--- src/rtl/adder_arb_pkg.sv ---
`default_nettype none
// ============================================================================
// Module      : adder_arb_pkg
// Description : Shared types, default sizes and helpers for adder_arbiter.
// Revision    : 1.0 - initial release
// ============================================================================
package adder_arb_pkg;

    typedef enum logic [1:0] {
        IDLE = 2'd0,
        EXEC = 2'd1,
        RESP = 2'd2
    } state_t;

    localparam int W     = 32;
    localparam int N_REQ = 4;

    // Never returns 0, so a requester ID always has at least one bit.
    function automatic int clog2(input int n);
        int r;
        r = 0;
        for (int k = 0; k < 31; k++) begin
            if ((1 << r) < n) r = r + 1;
        end
        return (r == 0) ? 1 : r;
    endfunction

endpackage
`default_nettype wire

--- src/rtl/adder.sv ---
`default_nettype none
// ============================================================================
// Module      : Adder
// Description : Shared combinational adder, res = op1 + op2 mod 2^W.
// Revision    : 1.0 - initial release
// ============================================================================
module Adder #(
    parameter int W = 32
) (
    input  logic [W-1:0] op1,
    input  logic [W-1:0] op2,
    output logic [W-1:0] res
);

    assign res = op1 + op2;

endmodule
`default_nettype wire

--- src/rtl/rr_arbiter.sv ---
`default_nettype none
// ============================================================================
// Module      : rr_arbiter
// Description : Combinational round-robin pick, searching upward from ptr.
// Revision    : 1.0 - initial release
// ============================================================================
module rr_arbiter
    import adder_arb_pkg::*;
#(
    parameter int N    = 4,
    parameter int ID_W = clog2(N)
) (
    input  logic [N-1:0]    req,
    input  logic [ID_W-1:0] ptr,
    output logic [N-1:0]    gnt,
    output logic [ID_W-1:0] gnt_id,
    output logic            any
);

    logic [ID_W-1:0] w_idx;

    always_comb begin
        gnt    = '0;
        gnt_id = '0;
        any    = 1'b0;
        w_idx  = '0;
        for (int k = 0; k < N; k++) begin
            w_idx = ID_W'((int'(ptr) + k) % N);
            if (!any && req[w_idx]) begin
                gnt[w_idx] = 1'b1;
                gnt_id     = w_idx;
                any        = 1'b1;
            end
        end
    end

endmodule
`default_nettype wire

--- src/rtl/adder_arbiter.sv ---
`default_nettype none
// ============================================================================
// Module      : adder_arbiter
// Description : Round-robin sharing of one Adder between N_REQ requesters.
// Revision    : 1.0 - initial release
// ============================================================================
module adder_arbiter
    import adder_arb_pkg::*;
#(
    parameter int N_REQ = adder_arb_pkg::N_REQ,
    parameter int W     = adder_arb_pkg::W,
    parameter int ID_W  = clog2(N_REQ)
) (
    input  logic               clk,
    input  logic               rst,
    input  logic [N_REQ-1:0]   req_valid,
    output logic [N_REQ-1:0]   req_ready,
    input  logic [N_REQ*W-1:0] req_op1,
    input  logic [N_REQ*W-1:0] req_op2,
    output logic               rsp_valid,
    input  logic               rsp_ready,
    output logic [ID_W-1:0]    rsp_id,
    output logic [W-1:0]       rsp_res,
    output logic               busy
);

    state_t          r_state;
    logic [ID_W-1:0] r_ptr;
    logic [ID_W-1:0] r_id;
    logic [W-1:0]    r_op1;
    logic [W-1:0]    r_op2;
    logic            r_rsp_valid;
    logic [ID_W-1:0] r_rsp_id;
    logic [W-1:0]    r_rsp_res;

    logic [N_REQ-1:0] w_gnt;
    logic [ID_W-1:0]  w_gnt_id;
    logic             w_any;
    logic             w_can_accept;
    logic             w_accept;
    logic [W-1:0]     w_sum;
    logic [ID_W-1:0]  w_next_ptr;

    rr_arbiter #(
        .N    (N_REQ),
        .ID_W (ID_W)
    ) u_rr_arbiter (
        .req    (req_valid),
        .ptr    (r_ptr),
        .gnt    (w_gnt),
        .gnt_id (w_gnt_id),
        .any    (w_any)
    );

    Adder #(
        .W (W)
    ) u_adder (
        .op1 (r_op1),
        .op2 (r_op2),
        .res (w_sum)
    );

    // A retiring response frees the adder in the same cycle.
    assign w_can_accept = !rst && ((r_state == IDLE) || ((r_state == RESP) && rsp_ready));
    assign w_accept     = w_can_accept && w_any;
    assign req_ready    = w_can_accept ? w_gnt : '0;
    assign w_next_ptr   = ID_W'((int'(w_gnt_id) + 1) % N_REQ);

    assign rsp_valid = r_rsp_valid;
    assign rsp_id    = r_rsp_id;
    assign rsp_res   = r_rsp_res;
    assign busy      = (r_state != IDLE);

    always_ff @(posedge clk) begin
        if (rst) begin
            r_state     <= IDLE;
            r_ptr       <= '0;
            r_id        <= '0;
            r_op1       <= '0;
            r_op2       <= '0;
            r_rsp_valid <= 1'b0;
            r_rsp_id    <= '0;
            r_rsp_res   <= '0;
        end else begin
            if (w_accept) begin
                r_op1 <= req_op1[int'(w_gnt_id)*W +: W];
                r_op2 <= req_op2[int'(w_gnt_id)*W +: W];
                r_id  <= w_gnt_id;
                r_ptr <= w_next_ptr;
            end
            case (r_state)
                IDLE: begin
                    if (w_accept) r_state <= EXEC;
                end
                EXEC: begin
                    r_rsp_res   <= w_sum;
                    r_rsp_id    <= r_id;
                    r_rsp_valid <= 1'b1;
                    r_state     <= RESP;
                end
                RESP: begin
                    if (rsp_ready) begin
                        r_rsp_valid <= 1'b0;
                        r_state     <= w_accept ? EXEC : IDLE;
                    end
                end
                default: begin
                    r_state <= IDLE;
                end
            endcase
        end
    end

endmodule
`default_nettype wire

--- config.mk ---
export PLATFORM = sky130hd
export DESIGN_NAME = adder_arbiter
export DESIGN_NICKNAME = d
export VERILOG_FILES = /design/src/rtl/adder_arb_pkg.sv /design/src/rtl/adder.sv /design/src/rtl/rr_arbiter.sv /design/src/rtl/adder_arbiter.sv
export SDC_FILE = /design/constraint.sdc
export NUM_CORES = 1
export LEC_CHECK = 0
export ABC_AREA = 1
export CAP_MARGIN = 20
export CORE_ASPECT_RATIO = 0.8
export CORE_MARGIN = 2
export CORE_UTILIZATION = 50
export CTS_CLUSTER_SIZE = 10
export DETAILED_ROUTE_END_ITERATION = 6
export PLACE_DENSITY = 0.81
export SKIP_CTS_REPAIR_TIMING = 1
export SLEW_MARGIN = 20
export SYNTH_ARGS = -nofsm -noshare
export SYNTH_HDL_FRONTEND = slang
export SYNTH_SLANG_ARGS = --single-unit
--- constraint.sdc ---
create_clock -name clk -period 4.45 [get_ports clk]
set_input_delay 0.445 -clock clk [delete_from_list [all_inputs] [get_ports clk]]
set_output_delay 0.445 -clock clk [all_outputs]
set_load 0.02 [all_outputs]
### After elaboration in Yosys (flattened, before gate mapping)

Index checks and enable logic that the tools add are counted.

| storage, ports and cells | value |
|---|---|
| bits in registers | 105 |
| latch bits | 0 |
| RAM bits | 0 |
| ROM bits | 0 |
| input bits | 263 |
| output and inout bits | 40 |
| logic and storage cells | 85 |
| memories kept | 0 |

| cells by class | value |
|---|---|
| add/sub/neg operators | 5 |
| multipliers | 0 |
| div/mod/pow operators | 0 |
| magnitude comparators | 8 |
| equality and inequality tests | 4 |
| shift-type cells | 2 |
| multiplexer cells | 35 |
| bitwise operators | 3 |
| reduce and logical (&&, ||, !) cells | 20 |

Operator list:

| cell | count |
|---|---|
| $shiftx A128 B8 Y32 | 2 |
| $add A32 B32 Y32 | 1 |
| $mux W4 | 5 |
| $mux W1 | 14 |
| $lt A2 B3 Y1 const B | 4 |
| $mux W2 | 6 |
| $or A4 B4 Y4 | 3 |
| $logic_and A1 B1 Y1 | 10 |
| $bmux W1 S2 | 4 |
| $demux W1 S2 | 4 |
| $ge A2 B1 Y1 const B | 4 |
| $pmux W2 S3 | 1 |
| $add A2 B1 Y2 const B | 2 |
| $add A2 B2 Y2 const B | 2 |
| $logic_not A1 Y1 | 4 |
| $ne A2 B2 Y1 const B | 2 |
| $reduce_and A2 Y1 | 2 |
| $reduce_bool A2 Y1 | 2 |
| $eq A2 B1 Y1 const B | 1 |
| $eq A2 B2 Y1 const B | 1 |
| $logic_not A2 Y1 | 1 |
| $pmux W1 S2 | 1 |
| $logic_or A1 B1 Y1 | 1 |

### Depth between registers and ports, before layout

Gate-level depths: netlist (run 1).

| logic depth | value |
|---|---|
| depth after elaboration | 16 |
| depth in mapped cells | 17 |
| mapped depth without buffers | 15 |

### Modules after synthesis

From an unflattened synthesis (run 1), not the netlist that was laid out.

| unflattened totals | value |
|---|---|
| cell total of the unflattened synthesis | 1658 |
| area, all modules | 8993.6 µm² |

By module, submodules not included:

| module | times used | cells an instance | area an instance (µm²) | seq. area each (µm²) |
|---|---|---|---|---|
| adder_arbiter | 1 | 1090 | 6168.4 | 2102.0 |
| Adder | 1 | 494 | 2384.8 | 0.0 |
| rr_arbiter | 1 | 74 | 440.4 | 0.0 |

### Least setup slack after synthesis (run 1)

OpenSTA, ideal clock, no wires.

| path | value |
|---|---|
| kind | register to output |
| from | register r_ptr[1] |
| to | output req_ready[0] |
| arrival | 1.917 ns |
| data required time | 4.005 ns |
| path slack | 2.088 ns |
| stages on the path, launching flop included | 11 |
| buffers on the path | 0 |
| path through | dfxtp_1 > inv_1 > ha_1 > inv_1 > nand3_1 > nand2_2 > nor3_1 > nand3_1 > nand4_1 > nand2_1 > inv_1 |

| on the way | value |
|---|---|
| word-level cells in the longest chain between the ends | 13 |
| elaborated cells between the ends (all ways) | 48 |
| classes of those cells | add/sub: 3; order compare: 8; mux: 24; bitwise: 3; reduce/logical: 10 |

RTL lines:

| item | RTL line | RTL |
|---|---|---|
| from (decl) | adder_arbiter.sv:28 | `logic [ID_W-1:0] r_ptr;` |
| from (signal assigned) | adder_arbiter.sv:89 | `r_ptr <= w_next_ptr;` |
| branches (longest 11 deep; another with $lt A2 B3 Y1) | -- |  |
| $mux W4 (*) | rr_arbiter.sv:29 | `if (!any && req[w_idx]) begin` |
| $mux W4 (*) | adder_arbiter.sv:66 | `assign req_ready = w_can_accept ? w_gnt : '0;` |
| to (decl) | adder_arbiter.sv:17 | `output logic [N_REQ-1:0] req_ready,` |

Mark *: on every way between the ends. The select of a mux whose other input is x is not followed.

### Final worst setup path (run 1)

| path | value |
|---|---|
| from | register r_ptr[0] |
| to | output req_ready[3] |

The elaborated chain is that of the path after synthesis.

==> impl_metrics.sql, run 1 <==
INSERT INTO impl_metrics (metric_group, metric, value, unit) VALUES
('run_status', 'run_status', 'completed', ''),
('pwr', 'irDropWorstVdd', '0.595', 'mV'),
('final_layout', 'design.final.nets', '2246', ''),
('pwr', 'static-leakage-power', '6.99', 'nW'),
('floorplanning', 'die_height', '127', 'um'),
('worst_hold_path', 'worst_hold_path_type', 'reg2reg', ''),
('logic_synthesis', 'synth-seq-area-share', '22.1', '%'),
('place', 'portBuffers', '302', ''),
('global_routing', 'antenna_found_initial', '2', ''),
('logic_synthesis', 'synth_seq_cells', '105', ''),
('floorplanning', 'dieWidth', '158', 'um'),
('logic_synthesis', 'netlist_area_pre_place', '9510', 'um2'),
('logic_synthesis', 'synth_async_sr_flop_share', '0', '%'),
('sta', 'worst_pin_slew', '0.913', 'ns'),
('worst_setup_path', 'worstPathMaxFanout', '15', ''),
('global_routing', 'grt_pass1_vias', '10351', ''),
('sta', 'max_slew_margin', '39.1', '%'),
('floorplanning', 'placeableCoreArea', '18800', 'um2'),
('logic_synthesis', 'synth_cells', '1709', ''),
('detailed_routing', 'drt-pass1-iter-count', '6', ''),
('global_routing', 'wire_length_of_the_first_global_routing_pass', '52300', 'um'),
('cts', 'number_of_h_tree_levels', '3', ''),
('sta', 'report.final.setup_viol', '0', ''),
('final_layout', 'layout.core_utilization', '68.2', '%'),
('logic_synthesis', 'yosys.cell_count.top_type', 'nand2_1', ''),
('sta', 'rsz0062_at_grt', 'no', ''),
('cts', 'max-clock-path-buffers', '2', ''),
('logic_synthesis', 'mean_post_synth_cell_area', '5.56', 'um2'),
('worst_setup_path', 'cp-end-kind', 'output port', ''),
('place', 'globalplace.congestion', '0.969', ''),
('worst_setup_path', 'setup.worst_path.class', 'reg2out', ''),
('cts', 'clock-sinks', '105', ''),
('detailed_routing', 'drc_errors', '0', ''),
('logic_synthesis', 'synth-warning-count', '0', ''),
('sta', 'max_clock_freq', '271', 'MHz'),
('sta', 'timing.final.hold_violations', '0', ''),
('sta', 'timing.final.max_slew_violations', '0', ''),
('floorplanning', 'placement_rows', '45', ''),
('global_routing', 'gr-usage-all-layers', '32.4', '%'),
('logic_synthesis', 'yosysTopAreaCellShare', '22.1', '%'),
('floorplanning', 'fp.dieArea', '20100', 'um2'),
('sta', 'layout_min_cycle_time', '3.68', 'ns'),
('final_layout', 'number_of_fillers_in_the_final_layout', '1805', ''),
('cts', 'clock_pin_slew_of_the_registers_on_the_worst_case_setup_and_hold_paths', '0.07', 'ns'),
('logic_synthesis', 'synth_cell_types', '34', ''),
('worst_setup_path', 'required', '4.01', 'ns'),
('detailed_routing', 'detail_route.vias_per_cell', '5.17', ''),
('final_layout', 'area_occupied_by_multi_input_gates', '5630', 'um2'),
('sta', 'timing.setup.tns', '0', 'ns'),
('cts', 'cts_inserted_buffers', '9', ''),
('logic_synthesis', 'number_of_nets_in_the_synthesized_netlist', '2012', ''),
('place', 'dp_hpwl', '25400', 'um'),
('job', 'timing.max_cap.violations', '0', ''),
('worst_setup_path', 'reg2reg_depth', '14', ''),
('logic_synthesis', 'number_of_enable_type_register_cells_in_the_synthesized_netlist', '0', ''),
('cts', 'worstSkewPairLatency', '0.35', 'ns'),
('detailed_routing', 'number_of_routed_nets_with_antenna_violations', '0', ''),
('worst_setup_path', 'timing.critical_path.slowest_cell_delay', '0.62', 'ns'),
('worst_hold_path', 'hold_path_depth', '2', ''),
('final_layout', 'regArea', '2100', 'um2'),
('detailed_routing', 'drt_iter0_markers', '1060', ''),
('final_layout', 'drive_gt1_share', '2.26', '%'),
('detailed_routing', 'routed-via-count', '11404', ''),
('worst_setup_path', 'crit_path_start_kind', 'flip-flop', ''),
('logic_synthesis', 'cell_type_contributing_the_most_total_cell_area_after_synthesis', 'dfxtp_1', ''),
('floorplanning', 'io-pin-count', '303', ''),
('cts', 'cts_tree', 'done', ''),
('logic_synthesis', 'synth_common_cells', 'nand2_1, nand3_1, inv_1, dfxtp_1, nor2_1', ''),
('cts', 'cts_root_buffer', 'clkbuf_16', ''),
('sta', 'finalClockSkew', '0.00841', 'ns'),
('global_routing', 'grt_remaining_overflow', '0', '');
metrics by stage:
| stage | hold slack, ns | cell area [um2] | std cells | setup WS [ns] |
|---|---|---|---|---|
| after floorplan | 0.444 | 9510 | 1709 | 2.09 |
| after global placement | 0.449 | 12500 | 2190 | 1.25 |
| after detailed placement | 0.459 | 12500 | 2190 | 1.12 |
| after CTS | 0.472 | 12800 | 2206 | 0.742 |
| after global routing | 0.496 | 12800 | 2207 | 0.490 |
| final | 0.469 | 12800 | 2207 | 0.767 |
registers in the layout, summed over array words and instances (netlist names):
signal	flops
rsp_res	32
r_state	2
r_op1	32
rsp_valid	1
r_id	2
rsp_id	2
r_ptr	2
r_op2	32
layer usage:
| layer | up-vias | share of wire [%] | global-route usage (%) |
|---|---|---|---|
| met5 | - | 0.034 | 0 |
| met4 | 2 | 2.5 | 8.27 |
| met3 | 59 | 6.7 | 5.56 |
| met2 | 434 | 45 | 52.3 |
| met1 | 5140 | 46 | 45.0 |
| li1 | 5769 | - | - |
where the power goes:
part	switching (mW)	internal, mW	total, mW
logic	4.82	2.53	7.34
registers	0.313	1.34	1.66
clock network	0.386	0.448	0.833
placed cells by master (no fill, tap or decap), drive strengths merged:
| cell | Yosys | routed |
|---|---|---|
| a21boi | 1 | 1 |
| a21o | 2 | 2 |
| a21oi | 49 | 49 |
| a22oi | 2 | 2 |
| and2 | 1 | 1 |
| buf | 64 | 11 |
| bufinv | 0 | 1 |
| clkbuf | 26 | 9 |
| clkdlybuf4s50 | 0 | 302 |
| clkinv | 1 | 4 |
| dfxtp | 105 | 105 |
| diode | 0 | 1 |
| fa | 1 | 1 |
| ha | 39 | 39 |
| inv | 345 | 348 |
| nand2 | 479 | 479 |
| nand3 | 388 | 388 |
| nand3b | 7 | 7 |
| nand4 | 13 | 13 |
| nor2 | 105 | 105 |
| nor3 | 10 | 10 |
| o211ai | 4 | 4 |
| o21a | 3 | 3 |
| o21ai | 46 | 46 |
| o21bai | 2 | 2 |
| or2 | 1 | 1 |
| xnor2 | 4 | 4 |
| xor2 | 11 | 11 |
cells by family after synthesis:
kind of cell | share of synthesized area, %
DFF | 22.1
AOI/OAI and AO/OA | 6.11
xor gates and xnor gates | 1.38
buffers and inverters | 19.0
adders and majority gates | 5.34
and+or+nand+nor | 46.1
cell type report:
| type | count | share of cell area, % |
|---|---|---|
| Clock buffer | 9 | 1.76 |
| Tap cell | 258 | 2.52 |
| Inverter | 346 | 10.1 |
| Sequential cell | 105 | 16.4 |
| Clock inverter | 7 | 0.673 |
| Multi-Input combinational cell | 1168 | 43.9 |
| Antenna cell | 1 | 0.0195 |
| Timing Repair Buffer | 313 | 24.6 |
worst max-delay path, delay by kind of cell, from the launching register on:
kind | cells | cell delay [ns]
buffers and inverters | 4 | 0.97
AND/OR/NAND/NOR | 6 | 0.89
flip-flops | 1 | 0.62
adder cells (fa/ha/maj) | 1 | 0.41
final timing paths:
check | to | startpoint
setup / recovery | req_ready[3] | r_ptr[0]
setup reg to reg | r_op2[29] | r_ptr[0]
hold / removal | rsp_valid | rsp_valid
hold reg to reg | rsp_valid | rsp_valid
Power figures use the tool's default switching activity.
==> run 2, diff against run 1 <==
--- a/config.mk
+++ b/config.mk
@@ -9,10 +9,10 @@
 export CAP_MARGIN = 20
 export CORE_ASPECT_RATIO = 0.8
 export CORE_MARGIN = 2
-export CORE_UTILIZATION = 50
+export CORE_UTILIZATION = 43
 export CTS_CLUSTER_SIZE = 10
 export DETAILED_ROUTE_END_ITERATION = 6
-export PLACE_DENSITY = 0.81
+export PLACE_DENSITY = 0.74
 export SKIP_CTS_REPAIR_TIMING = 1
 export SLEW_MARGIN = 20
 export SYNTH_ARGS = -nofsm -noshare
==> constraint.sdc (replaced) <==
create_clock -name clk -period 3.3 [get_ports clk]
set_input_delay 0.33 -clock clk [delete_from_list [all_inputs] [get_ports clk]]
set_output_delay 0.33 -clock clk [all_outputs]
set_load 0.02 [all_outputs]
==> impl_metrics.sql, run 2 (synthesis results as in run 1) <==
INSERT INTO impl_metrics (metric_group, metric, value, unit) VALUES
('global_routing', 'antenna_found_initial', '0', ''),
('cts', 'clock_pin_slew_of_the_registers_on_the_worst_case_setup_and_hold_paths', '0.08', 'ns'),
('global_routing', 'pin_count_of_the_biggest_net_entering_global_routing', '118', ''),
('worst_setup_path', 'worstPathMaxFanout', '15', ''),
('detailed_routing', 'drt-pass1-iter-count', '6', ''),
('worst_setup_path', 'cp-end-kind', 'output port', ''),
('place', 'placed_standard_cell_area', '12600', 'um2'),
('global_routing', 'grt_remaining_overflow', '0', ''),
('sta', 'max_clock_freq', '326', 'MHz'),
('sta', 'timing.final.hold_violations', '0', ''),
('detailed_routing', 'drc_errors', '0', ''),
('cts', 'cts_root_buffer', 'clkbuf_16', ''),
('sta', 'report.final.setup_viol', '0', ''),
('detailed_routing', 'drt_iter0_markers', '1019', ''),
('cts', 'max-clock-path-buffers', '2', ''),
('worst_setup_path', 'crit_path_start_kind', 'flip-flop', ''),
('run_status', 'run_status', 'completed', ''),
('pwr', 'irDropWorstVdd', '0.883', 'mV'),
('floorplanning', 'initial_utilization', '44.0', '%'),
('sta', 'max_slew_margin', '51.8', '%'),
('floorplanning', 'die_height', '137', 'um'),
('cts', 'number_of_h_tree_levels', '3', ''),
('detailed_routing', 'wirelength', '32500', 'um'),
('cts', 'clock-sinks', '105', ''),
('pwr', 'static-leakage-power', '7.05', 'nW'),
('global_routing', 'wire_length_of_the_first_global_routing_pass', '50900', 'um'),
('sta', 'timing.setup.tns', '0', 'ns'),
('final_layout', 'layout-area-overhead-vs-synth', '36.3', '%'),
('worst_setup_path', 'required', '2.97', 'ns'),
('final_layout', 'area_occupied_by_multi_input_gates', '5630', 'um2'),
('final_layout', 'regArea', '2100', 'um2'),
('worst_hold_path', 'worst_hold_path_type', 'reg2reg', ''),
('place', 'portBuffers', '302', ''),
('detailed_routing', 'detail_route.vias_per_cell', '5.03', ''),
('worst_setup_path', 'crit_arrival', '2.74', 'ns'),
('detailed_routing', 'number_of_routed_nets_with_antenna_violations', '0', ''),
('global_routing', 'grt_pass1_vias', '9923', ''),
('place', 'globalplace.congestion', '0.911', ''),
('detailed_routing', 'routed-via-count', '11228', ''),
('job', 'timing.max_cap.violations', '0', ''),
('cts', 'cts_tree', 'done', ''),
('worst_setup_path', 'setup.worst_path.class', 'reg2out', ''),
('final_layout', 'layout.cells.non_filler', '2230', ''),
('floorplanning', 'io-pin-count', '303', ''),
('sta', 'timing.final.max_slew_violations', '0', ''),
('final_layout', 'layout_common_cells', 'nand2_1, nand3_1, inv_1', ''),
('detailed_routing', 'routed_wire_length_per_instance', '14.6', 'um'),
('sta', 'worst_pin_slew', '0.722', 'ns'),
('final_layout', 'final_common_cell', 'nand2_1', ''),
('sta', 'finalClockSkew', '0.0149', 'ns'),
('sta', 'layout_min_cycle_time', '3.07', 'ns'),
('sta', 'rsz0062_at_grt', 'no', ''),
('place', 'dp_hpwl', '25700', 'um'),
('sta', 'period_share', '93.0', '%'),
('place', 'post-place-cells', '2214', ''),
('cts', 'cts_inserted_buffers', '9', ''),
('final_layout', 'postLayoutCellArea', '13000', 'um2'),
('floorplanning', 'placeableCoreArea', '21600', 'um2'),
('final_layout', 'number_of_fillers_in_the_final_layout', '2148', ''),
('pwr', 'p_per_area', '1050', 'nW/um2'),
('floorplanning', 'placement_rows', '48', ''),
('cts', 'worstSkewPairLatency', '0.36', 'ns'),
('floorplanning', 'dieWidth', '170', 'um'),
('floorplanning', 'fp.dieArea', '23300', 'um2'),
('final_layout', 'design.final.nets', '2253', ''),
('final_layout', 'drive_gt1_share', '2.66', '%'),
('global_routing', 'gr-usage-all-layers', '27.5', '%'),
('final_layout', 'insertedDiodeCount', '0', '');
-- run 2: path summary, 6_finish.rpt --
check,slack [ns],start,endpoint,cells past startpoint
setup / recovery,0.23,r_ptr[0],req_ready[1],11
hold / removal,0.47,r_id[0],r_id[0],2
setup reg to reg,0.55,r_ptr[0],r_op1[10],15
hold reg to reg,0.47,r_id[0],r_id[0],2
-- run 2: report_power, final --
part	switching (mW)	internal (mW)	total [mW]	leakage, nW
Clock	0.531	0.612	1.14	0.157
Combinational	6.64	3.61	10.3	6.02
Sequential	0.360	1.81	2.17	0.870
-- run 2: layout make-up --
cell class / count / share of cell area (%)
tap: 275 / 2.66
sequential: 105 / 16.2
inverter: 346 / 10.0
clock buffer: 9 / 1.74
timing repair buffer: 320 / 25.1
clock inverter: 7 / 0.734
multi-input combinational: 1168 / 43.5
-- run 2: metrics by stage --
step | utilization, % | setup slack, ns | hold slack, ns | total power [mW]
2_1_floorplan | - | 1.05 | 0.444 | 9.59
3_3_place_gp | 58.4 | 0.562 | 0.450 | 12.3
3_5_place_dp | 58.4 | 0.475 | 0.459 | 12.3
4_1_cts | 59.9 | 0.122 | 0.473 | 13.5
5_1_grt | 59.9 | 0.0112 | 0.495 | 14.9
6_report | 59.9 | 0.230 | 0.469 | 13.6
-- run 2: worst max-delay path, cell delays in order, from the launching register on --
cell and delay [ns]:
dfxtp_1 0.34, inv_2 0.13, ha_1 0.40, inv_1 0.09, nand3_1 0.08, nand2_1 0.10, nor2_1 0.29, a22oi_1 0.13
nand3_1 0.11, nand2_1 0.05, inv_1 0.07, clkdlybuf4s50_1 0.59
-- run 2: metal layers --
metal,vias to the layer above,GRT usage (%),wire length [um]
li1,5782,-,-
met1,5002,38.8,15300
met2,408,44.9,14600
met3,36,3.56,2020
met4,0,5.65,493
met5,-,0,0
